===== src/rtl/tick_bcd_counter.sv =====
// Tick-driven 4-digit BCD up/down counter with run/pause/clear control
// and a multiplexed 7-segment display. Option: LEADING_ZERO_BLANK_EN.
module tick_bcd_counter #(
    parameter int SCAN_POW  = 16,
    parameter int MAX_COUNT = 9999
) (
    input  logic        clk,
    input  logic        reset,
    input  logic        clk_w,
    input  logic        start_stop,
    input  logic        clear,
    input  logic        up_down,
    output logic [15:0] count_bcd,
    output logic        running,
    output logic        wrap,
    output logic [6:0]  seg,
    output logic [3:0]  an
);

    typedef enum logic [1:0] {
        IDLE,
        RUN,
        PAUSED
    } state_t;

    function automatic logic [15:0] to_bcd(input int n);
        return {4'(n / 1000 % 10), 4'(n / 100 % 10),
                4'(n / 10 % 10), 4'(n % 10)};
    endfunction

    function automatic logic [15:0] bcd_inc(input logic [15:0] v);
        logic [15:0] r;
        logic        c;
        r = v;
        c = 1'b1;
        for (int i = 0; i < 4; i++) begin
            if (c) begin
                if (r[i*4 +: 4] == 4'd9) begin
                    r[i*4 +: 4] = 4'd0;
                end else begin
                    r[i*4 +: 4] = r[i*4 +: 4] + 4'd1;
                    c = 1'b0;
                end
            end
        end
        return r;
    endfunction

    function automatic logic [15:0] bcd_dec(input logic [15:0] v);
        logic [15:0] r;
        logic        b;
        r = v;
        b = 1'b1;
        for (int i = 0; i < 4; i++) begin
            if (b) begin
                if (r[i*4 +: 4] == 4'd0) begin
                    r[i*4 +: 4] = 4'd9;
                end else begin
                    r[i*4 +: 4] = r[i*4 +: 4] - 4'd1;
                    b = 1'b0;
                end
            end
        end
        return r;
    endfunction

    function automatic logic [6:0] decode(input logic [3:0] d);
        logic [6:0] s;
        case (d)
            4'd0:    s = 7'b1000000;
            4'd1:    s = 7'b1111001;
            4'd2:    s = 7'b0100100;
            4'd3:    s = 7'b0110000;
            4'd4:    s = 7'b0011001;
            4'd5:    s = 7'b0010010;
            4'd6:    s = 7'b0000010;
            4'd7:    s = 7'b1111000;
            4'd8:    s = 7'b0000000;
            4'd9:    s = 7'b0010000;
            default: s = 7'b1111111;
        endcase
        return s;
    endfunction

    localparam logic [15:0] MAX_BCD = to_bcd(MAX_COUNT);

    logic                s1, s2, prev;
    logic                tick;
    state_t              state_q, state_d;
    logic [15:0]         count_d;
    logic                wrap_d;
    logic [SCAN_POW-1:0] scan_q;
    logic [1:0]          idx_q;
    logic [3:0]          digit;
    logic                blank;
    logic [6:0]          seg_d;

    // Bring clk_w into the clk domain and keep the previous level for edge detect.
    always_ff @(posedge clk) begin
        if (reset) begin
            s1   <= 1'b0;
            s2   <= 1'b0;
            prev <= 1'b0;
        end else begin
            s1   <= clk_w;
            s2   <= s1;
            prev <= s2;
        end
    end

    assign tick = s2 & ~prev;

    // Control FSM and count stepping; clear beats start_stop beats tick.
    always_comb begin
        state_d = state_q;
        count_d = count_bcd;
        wrap_d  = 1'b0;
        if (clear) begin
            state_d = IDLE;
            count_d = 16'h0000;
        end else if (start_stop) begin
            case (state_q)
                RUN:     state_d = PAUSED;
                default: state_d = RUN;
            endcase
        end else if (state_q == RUN && tick) begin
            if (up_down) begin
                if (count_bcd == MAX_BCD) begin
                    count_d = 16'h0000;
                    wrap_d  = 1'b1;
                end else begin
                    count_d = bcd_inc(count_bcd);
                end
            end else begin
                if (count_bcd == 16'h0000) begin
                    count_d = MAX_BCD;
                    wrap_d  = 1'b1;
                end else begin
                    count_d = bcd_dec(count_bcd);
                end
            end
        end
    end

    // State, count and status registers.
    always_ff @(posedge clk) begin
        if (reset) begin
            state_q   <= IDLE;
            count_bcd <= 16'h0000;
            wrap      <= 1'b0;
            running   <= 1'b0;
        end else begin
            state_q   <= state_d;
            count_bcd <= count_d;
            wrap      <= wrap_d;
            running   <= (state_d == RUN);
        end
    end

    // Select the digit for the current scan slot and decide whether to blank it.
    always_comb begin
        digit = count_bcd[{idx_q, 2'b00} +: 4];
        blank = 1'b0;
`ifdef LEADING_ZERO_BLANK_EN
        case (idx_q)
            2'd3:    blank = (count_bcd[15:12] == 4'd0);
            2'd2:    blank = (count_bcd[15:8] == 8'd0);
            2'd1:    blank = (count_bcd[15:4] == 12'd0);
            default: blank = 1'b0;
        endcase
`endif
        seg_d = blank ? 7'b1111111 : decode(digit);
    end

    // Free-running scan counter, digit index and registered display outputs.
    always_ff @(posedge clk) begin
        if (reset) begin
            scan_q <= '0;
            idx_q  <= 2'd0;
            seg    <= 7'b1111111;
            an     <= 4'b1111;
        end else begin
            scan_q <= scan_q + 1'b1;
            if (&scan_q) begin
                idx_q <= idx_q + 2'd1;
            end
            an  <= ~(4'b0001 << idx_q);
            seg <= seg_d;
        end
    end

endmodule


===== config.mk =====
export PLATFORM = sky130hd
export DESIGN_NAME = tick_bcd_counter
export DESIGN_NICKNAME = d
export VERILOG_FILES = /design/src/rtl/tick_bcd_counter.sv
export SDC_FILE = /design/constraint.sdc
export NUM_CORES = 1
export LEC_CHECK = 0
export BUFFER_PORTS_ARGS = -buffer_cell sky130_fd_sc_hd__buf_2
export CAP_MARGIN = 20
export CORE_UTILIZATION = 33
export CTS_CLUSTER_SIZE = 12
export DETAILED_ROUTE_END_ITERATION = 12
export PLACE_DENSITY = 0.55
export SLEW_MARGIN = 0
export SYNTH_ARGS = -nofsm -noshare
export SYNTH_HDL_FRONTEND = slang
export SYNTH_SLANG_ARGS = --single-unit

===== constraint.sdc =====
create_clock -name clk -period 5.5 [get_ports clk]
set_input_delay 0.55 -clock clk [delete_from_list [all_inputs] [get_ports clk]]
set_output_delay 0.55 -clock clk [all_outputs]
set_load 0.05 [all_outputs]

== Word level (Yosys, flattened, before mapping) ==
Memories as Yosys holds them, arrays and structs flattened. A register that Yosys moved wholly into a read port is not among the register bits.
Index checks and enable logic that the tools add are counted.

* Bits in registers: 45
* Memory bits (read-only): 112
* Input bits: 6
* Output and inout port bits: 29
* Word-level logic and storage cells: 120
* Memories kept: 1

* Add/subtract/negate cells: 10
* Eq/ne operators: 10
* Shifts and indexed selects: 2
* Mux-type cells: 63
* Bitwise logic cells: 5
* Reductions and logical operators: 16

{| class="wikitable"
|+ Memory list
! memory !! depth !! width !! rd ports !! clocked after memory_dff !! write ports !! line !! text
|-
| (no name shown) || 16 || 7 || 1 || 1 || 0 || 69 || <nowiki>case (d)</nowiki>
|}

{| class="wikitable"
|+ Operators by type and width
! kind !! count
|-
| 4-bit 2-to-1 mux || 14
|-
| 16-bit 2-to-1 mux || 3
|-
| 1-bit 2-to-1 mux || 43
|-
| 16-bit by 1-bit adder with 16-bit output (second input constant) || 1
|-
| 4-bit by 1-bit adder with 4-bit output (second input constant) || 4
|-
| 16-bit == test (second input constant) || 1
|-
| 4-bit == test (second input constant) || 4
|-
| 16-bit zero test || 1
|-
| 4-bit zero test || 4
|-
| 16-bit AND reduction || 1
|-
| 16-bit by 5-bit indexed part select with 4-bit output || 1
|-
| 4-bit by 1-bit subtractor with 4-bit output (second input constant) || 4
|-
| 4-bit AND reduction || 3
|-
| 3-bit by 1-bit != test with 1-bit output (second input constant) || 3
|-
| 3-bit nonzero test || 3
|-
| 2-bit 2-to-1 mux || 3
|-
| 2-bit by 1-bit == test with 1-bit output (second input constant) || 2
|-
| 4-bit NOT || 1
|-
| 4-bit OR reduction || 1
|-
| 1-bit by 2-bit << shifter with 4-bit output (first input constant) || 1
|-
| 1-bit NOT || 3
|-
| 2-bit by 1-bit adder with 2-bit output (second input constant) || 1
|-
| 2-bit AND reduction || 1
|-
| 2-bit OR reduction || 1
|-
| other kinds (2) || 2
|}

== Logic depth before layout (Yosys ltp) ==
Gate-level depths: netlist of run 1.

* Depth in word-level cells: 22
* Mapped depth: 8
* Gate-level depth less buffers: 7

== Least setup slack after synthesis of run 1 ==
No wires, ideal clock.

* Path kind: reg2reg
* Start: reg count_bcd[5]
* End: reg count_bcd[8]
* Setup time: 0.119 ns
* Arrival: 2.022 ns
* Path slack: 3.359 ns
* Cell stages (with the launch flop): 8
* Period minus slack after synthesis: 2.141 ns
* Path through: dfxtp_1 > inv_1 > ha_1 > and3b_1 > clkbuf_1 > a22oi_1 > a211oi_1 > o221a_2

* Longest elaborated chain between the ends: 10
* Elaborated cells on any way between the ends: 24
* Classes of those cells: eq/ne: 3; mux: 17; reduce/logical: 4

{| class="wikitable"
|+ Ends and longest elaborated chain
! element !! line !! text
|-
| start, declared || 13 || <nowiki>output logic [15:0] count_bcd,</nowiki>
|-
| start signal, assigned || 154 || <nowiki>count_bcd <= count_d;</nowiki>
|-
| 4-bit == test or 4-bit zero test (tied branches) || 38, 56 ||
|-
| 1-bit 2-to-1 mux (on tied branches) || 38, 56 ||
|-
| 1-bit 2-to-1 mux (on tied branches) || 37, 55 ||
|-
| 1-bit 2-to-1 mux (on tied branches) || 128, 135 ||
|-
| 1-bit 2-to-1 mux || 127 || <nowiki>if (up_down) begin</nowiki>
|-
| 1-bit 2-to-1 mux || 126 || <nowiki>end else if (state_q == RUN && tick) begin</nowiki>
|-
| 1-bit 2-to-1 mux || 121 || <nowiki>end else if (start_stop) begin</nowiki>
|-
| 1-bit 2-to-1 mux || 118 || <nowiki>if (clear) begin</nowiki>
|-
| 3-bit by 1-bit != test with 1-bit output (no source line) or 3-bit nonzero test (tied branches) || -- ||
|-
| 4-bit AND reduction (no source line) || -- ||
|}

Several ways; a longest one is shown, not always the timed one. The select of a mux whose other input is x is not followed.
A chain may end at the register's enable or synchronous reset.

== Worst setup path after layout of run 1 ==
* Start: reg count_bcd[4]
* End: reg count_bcd[10]

The elaborated chain is that of the path after synthesis.

==> results.toml, run 1 <==
[clock_tree]
post_cts_resized = 0
cts_tree = "yes"
ctsHoldBuffers = 0
cts_buffer_depth = 2
cts_buffers = 5
cts_htree_levels = 2
post_cts_buffers = 0
clkTransAtPathRegs_ps = 100
clock-sinks = 52
root_buffer = "clkbuf_8"
insertion_delay_ps = 300

[pwr]
power.density_nw_per_um2 = 206
p_leak_nw = 1.30
ir_worst_vdd_mv = 0.101

[finish]
drive_gt1_share_pct = 16.2
finalNetCount = 398
design_area_sq_um = 3480
area_growth_pct = 10.9
diodes = 0

[sta]
holdWs_ps = 448
drv_slew = 0
hold_viol = 0
skew_ps = 7.65
slew_headroom_pct = 37.5
tightest_slew_ps = 934
max_freq_mhz = 464
timing.final.crit_period_ps = 2160
setup_viol = 0
rsz0062_at_grt = "no"
tns_ps = 0
fin_crit_sh_pct = 39.2

[detailed_routing]
drt-vias-per-instance = 5.28
dr.pass1.iters = 4
wl_per_cell_um = 14.2
antenna_left = 0
vias = 2642
drt_drc_violations_left = 0
wirelength_um = 7120
dr.first_iter.drc_count = 91

[global_routing]
grt_overflow = 0
grt_max_degree = 34
grt_pass1_wl_um = 11900
grt_usage_pct = 15.0
antenna_found_initial = 0
first_global_vias = 2404

[floorplan]
rows = 35
floorplan.core_area_sq_um = 9240
die_h_um = 99.5
die-area_sq_um = 9890
start_util_pct = 33.9
die_w_um = 99.5
ios = 35

[critical_path]
worstSetupPathType = "register to register"
crit_fanout = 9
crit_required_ps = 5740
startpoint_type = "register"
crit_start = "count_bcd[4]"
arrival_ps = 2400
reg2reg_from = "count_bcd[4]"
cp-end-kind = "register"

[hold_path]
worstHoldStart = "s1"
hold_class = "register to register"

[placement]
hpwl_um = 5000
routabilityCongestion = 0.798
dpl_cell_area_sq_um = 3360
portBuffers = 34

[outcome]
outcome = "finished, final reports clean"

[synth]
synth_warnings = 0
syn-cell-area_sq_um = 3130
synth_cells = 351
synth-seq-area-share_pct = 33.2
ys.flop_type = "dfxtp_1"
syn_nets = 379
synth_cell_type_count = 69
synth_edf_count = 0
synth_top_area_share_pct = 33.2
syn_area_per_cell_sq_um = 8.93
synth-async-reset-ratio_pct = 0
synth_common_cells = "52 x dfxtp_1, 25 x nor2_1, 24 x nand2_1, 22 x ha_1, 17 x a21oi_1"
synth_area_leaders = "dfxtp_1 33%, ha_1 8.8%, nor2_1 3.0%"
ys_ff_latch = 52
synth_top_cell_by_area = "dfxtp_1"
yosysMostFrequentCell = "dfxtp_1"

[job]
drv_cap = 0
-- layout by cell type (no fill, tap or decap), types with 8 or more instances in the layout --
cell type,instances
a21oi_1,17
buf_2,34
dfxtp_1,52
ha_1,22
inv_1,16
mux2i_1,9
nand2_1,24
nand2b_1,9
nand3_1,12
nor2_1,25
o21ai_0,13
o31ai_1,8
-- sequential cells by signal, indices dropped and copies added (netlist names) --
name,count
count_bcd,16
scan_q,16
seg,7
an,4
idx_q,2
state_q,2
prev,1
running,1
s1,1
s2,1
wrap,1
-- through the flow --
step / std cells / worst slack [ps] / utilization [%] / total power [W]
5_1_grt: 500 / 3140 / 37.6 / 0.000743
4_1_cts: 500 / 3350 / 37.6 / 0.000723
6_report: 500 / 3340 / 37.6 / 0.000715
3_5_place_dp: 492 / 3300 / 36.3 / 0.000444
3_3_place_gp: 492 / 3350 / 36.3 / 0.000444
2_1_floorplan: 351 / 3360 / - / 0.000434
-- cell type report --
class	instances	area [sq um]
Tap cell	129	161
Inverter	17	63.8
Timing Repair Buffer	34	170
Fill cell	942	5760
Sequential cell	52	1040
Clock buffer	6	82.6
Multi-Input combinational cell	260	1920
Clock inverter	2	38.8
-- final timing paths --
kind / to / slack (ps) / depth (start not counted)
worst max-delay path: count_bcd[10] / 3340 / 6
worst min-delay path: s2 / 450 / 1
worst max register to register: count_bcd[10] / 3340 / 6
worst min register to register: s2 / 450 / 1
-- critical path: stages, from the launching register on --
cell and delay, ps:
dfxtp_1 430, inv_1 160, ha_1 240, nor3b_2 380, a22oi_1 230, or4_1 520
a21oi_1 120
-- where the power goes --
| part | leakage, nW | internal (W) | total (W) | switching, W |
|---|---|---|---|---|
| Clock | 0.0614 | 0.000149 | 0.000280 | 0.000131 |
| Combinational | 0.820 | 0.0000141 | 0.0000489 | 0.0000348 |
| Sequential | 0.423 | 0.000383 | 0.000387 | 0.00000378 |
| Total | 1.30 | 0.000546 | 0.000715 | 0.000169 |
-- cells by family after synthesis --
family	share of synthesized area (%)
compound gates	19.1
xor+xnor	3.63
fa+ha+maj	8.78
buf+inv	5.55
flops	33.2
mux	6.47
simple gates	23.3
-- per-layer routing --
layer | vias to the layer above | GRT usage (%) | share of wire (%) | wire (um)
li1 | 1306 | - | - | -
met1 | 1273 | 20.0 | 49 | 3490
met2 | 57 | 24.4 | 46 | 3270
met3 | 6 | 2.95 | 4.1 | 292
met4 | 0 | 4.41 | 1.0 | 74
met5 | - | 0 | 0 | 0
No activity file was read; power rests on OpenSTA's default activity.
==> run 2, diff against run 1 <==
PLACE_DENSITY = 0.57   (was 0.55)
clock period = 1.8 ns   (was 5.5 ns; I/O delays follow)
==> run 2 against run 1 <==
Net effect:
- the run now ends with setup timing left
- wire length rose by 7.5%
- final area rose by 13%
- count of clock-buffer cells in the layout decreased by 1
- sequential share of layout area fell by 2.4 points
- setup slack lost 3400 ps
- critical path depth unchanged
- register-to-register slack got worse by 3400 ps
- clock skew decreased by 1.1 ps
- hold slack got worse by 370 ps
- global-route usage grew 0.38 points
- non-clock buffer count is 47 higher
- clock power is 150% higher
==> results.toml, run 2 (synthesis results as in run 1) <==
[critical_path]
worstSetupPathType = "register to register"
critPathMaxStageDelay_ps = 480
critPathSlowestCell = "a2111o_1"
crit_fanout = 5
critPathTopFamily = "compound AO/OA/AOI/OAI gates"
cp-end-kind = "register"
reg2reg_from = "count_bcd[1]"
crit_buf_inv = 2
arrival_ps = 2080
startpoint_type = "register"
cp_cell_sequence = "inv_4 -> ha_4 -> or3b_1 -> a2111o_1 -> buf_4 -> o221a_1"
crit_required_ps = 2000
crit_start = "count_bcd[1]"

[floorplan]
ios = 35
die_h_um = 99.5
start_util_pct = 33.9
floorplan.core_area_sq_um = 9240
die_w_um = 99.5
rows = 35
die-area_sq_um = 9890

[global_routing]
first_global_vias = 2542
grt_overflow = 0
grtUsageMet1_pct = 20.9
busiest_layer = "met2"
grt_usage_pct = 15.3
grt_max_degree = 32
met2_usage_pct = 25.4
antenna_found_initial = 0
grt_use_met3_pct = 2.74
grt_pass1_wl_um = 12200

[sta]
slew_headroom_pct = 28.5
max_freq_mhz = 532
drv_slew = 0
setup_ws_ps = -78.5
skew_ps = 6.56
tightest_slew_ps = 1070
hold_viol = 0
rsz0062_at_grt = "yes"
timing.final.crit_period_ps = 1880
fin_crit_sh_pct = 104
setup_viol = 4

[hold_path]
worstHoldStart = "clk_w"
hold_class = "input port to register"

[placement]
routabilityCongestion = 0.877
hpwl_um = 5510
dpl_cell_area_sq_um = 3720
portBuffers = 34
placed_cells = 532

[finish]
stdcell_count = 547
finish.utilization_pct = 42.5
final_common_cell = "buf_4"
drive_gt1_share_pct = 32.5
top_regs = "count_bcd x16, scan_q x16, seg x7"
final_cell_mix = "46 x buf_4, 38 x dfxtp_1, 34 x buf_2"
diodes = 0
n_fill_cell = 926
area_growth_pct = 25.1
finalNetCount = 445
design_area_sq_um = 3920

[detailed_routing]
dr.pass1.iters = 4
drt_drc_violations_left = 0
wirelength_um = 7660
drt-vias-per-instance = 5.07
dr.first_iter.drc_count = 101
antenna_left = 0
vias = 2776
wl_per_cell_um = 14.0

[clock_tree]
insertion_delay_ps = 310
cts_buffers = 5
clock-sinks = 52
cts_buffer_depth = 2
cts_htree_levels = 2
clkTransAtPathRegs_ps = 100
root_buffer = "clkbuf_8"
cts_tree = "yes"

[pwr]
power.density_nw_per_um2 = 518
p_leak_nw = 1.54
ir_worst_vdd_mv = 0.338

[outcome]
violations = "setup timing"
outcome = "finished, violations left"

[job]
drv_cap = 0
-- run 2: cell types whose count changed in the layout (fill, tap and decap cells not counted), sizes merged --
| cell | change |
|---|---|
| buf | +47 |
| bufinv | -1 |
| clkbuf | -1 |
| clkinvlp | +1 |
| inv | +1 |
-- run 2: final cells by class --
cell class	count	area, sq um	area share (%)
inverter	17	68.8	1.75
multi-input combinational	260	1990	50.8
timing repair buffer	81	527	13.4
clock inverter	3	21.3	0.542
tap	129	161	4.11
sequential	52	1080	27.6
clock buffer	5	68.8	1.75
-- run 2: worst reg2reg max path, stage by stage (launching register included) --
cell and delay, ps:
dfxtp_4 370, inv_4 60, ha_4 130, or3b_1 350, a2111o_1 480, buf_4 180, o221a_1 200
-- run 2: worst paths after layout --
kind | endpoint | slack (ps) | depth (start not counted)
setup / recovery | count_bcd[6] | -80 | 6
hold / removal | s1 | 80 | 2
setup reg to reg | count_bcd[6] | -80 | 6
hold reg to reg | s2 | 450 | 1
-- run 2: through the flow --
step / worst slack (ps) / hold slack (ps) / total power, W / TNS [ps]
2_1_floorplan: -44.2 / 308 / 0.00131 / -81.8
3_3_place_gp: -11.3 / 397 / 0.00136 / -11.3
3_5_place_dp: -54.0 / 408 / 0.00136 / -105
4_1_cts: -35.3 / 73.0 / 0.00206 / -67.4
5_1_grt: -126 / 93.3 / 0.00212 / -540
6_report: -78.5 / 81.9 / 0.00203 / -209
-- run 2: routing by layer --
layer,up-vias,share of wire (%)
li1,1409,-
met1,1310,48
met2,49,47
met3,8,3.8
met4,0,0.85
met5,-,0
-- run 2: power by group --
group	internal, W	switching (W)	leakage [nW]
combinational	0.0000589	0.000115	1.07
sequential	0.00116	0.0000105	0.433
clock	0.000277	0.000415	0.0445
total	0.00149	0.000540	1.54
-- run 2: what timing repair did --
action	in CTS	in global routing
resized for setup	1	13
pin swaps	1	4
endpoints found under the setup margin	5	10
setup buffers	1	6
hold buffers	0	0
cloned	0	0
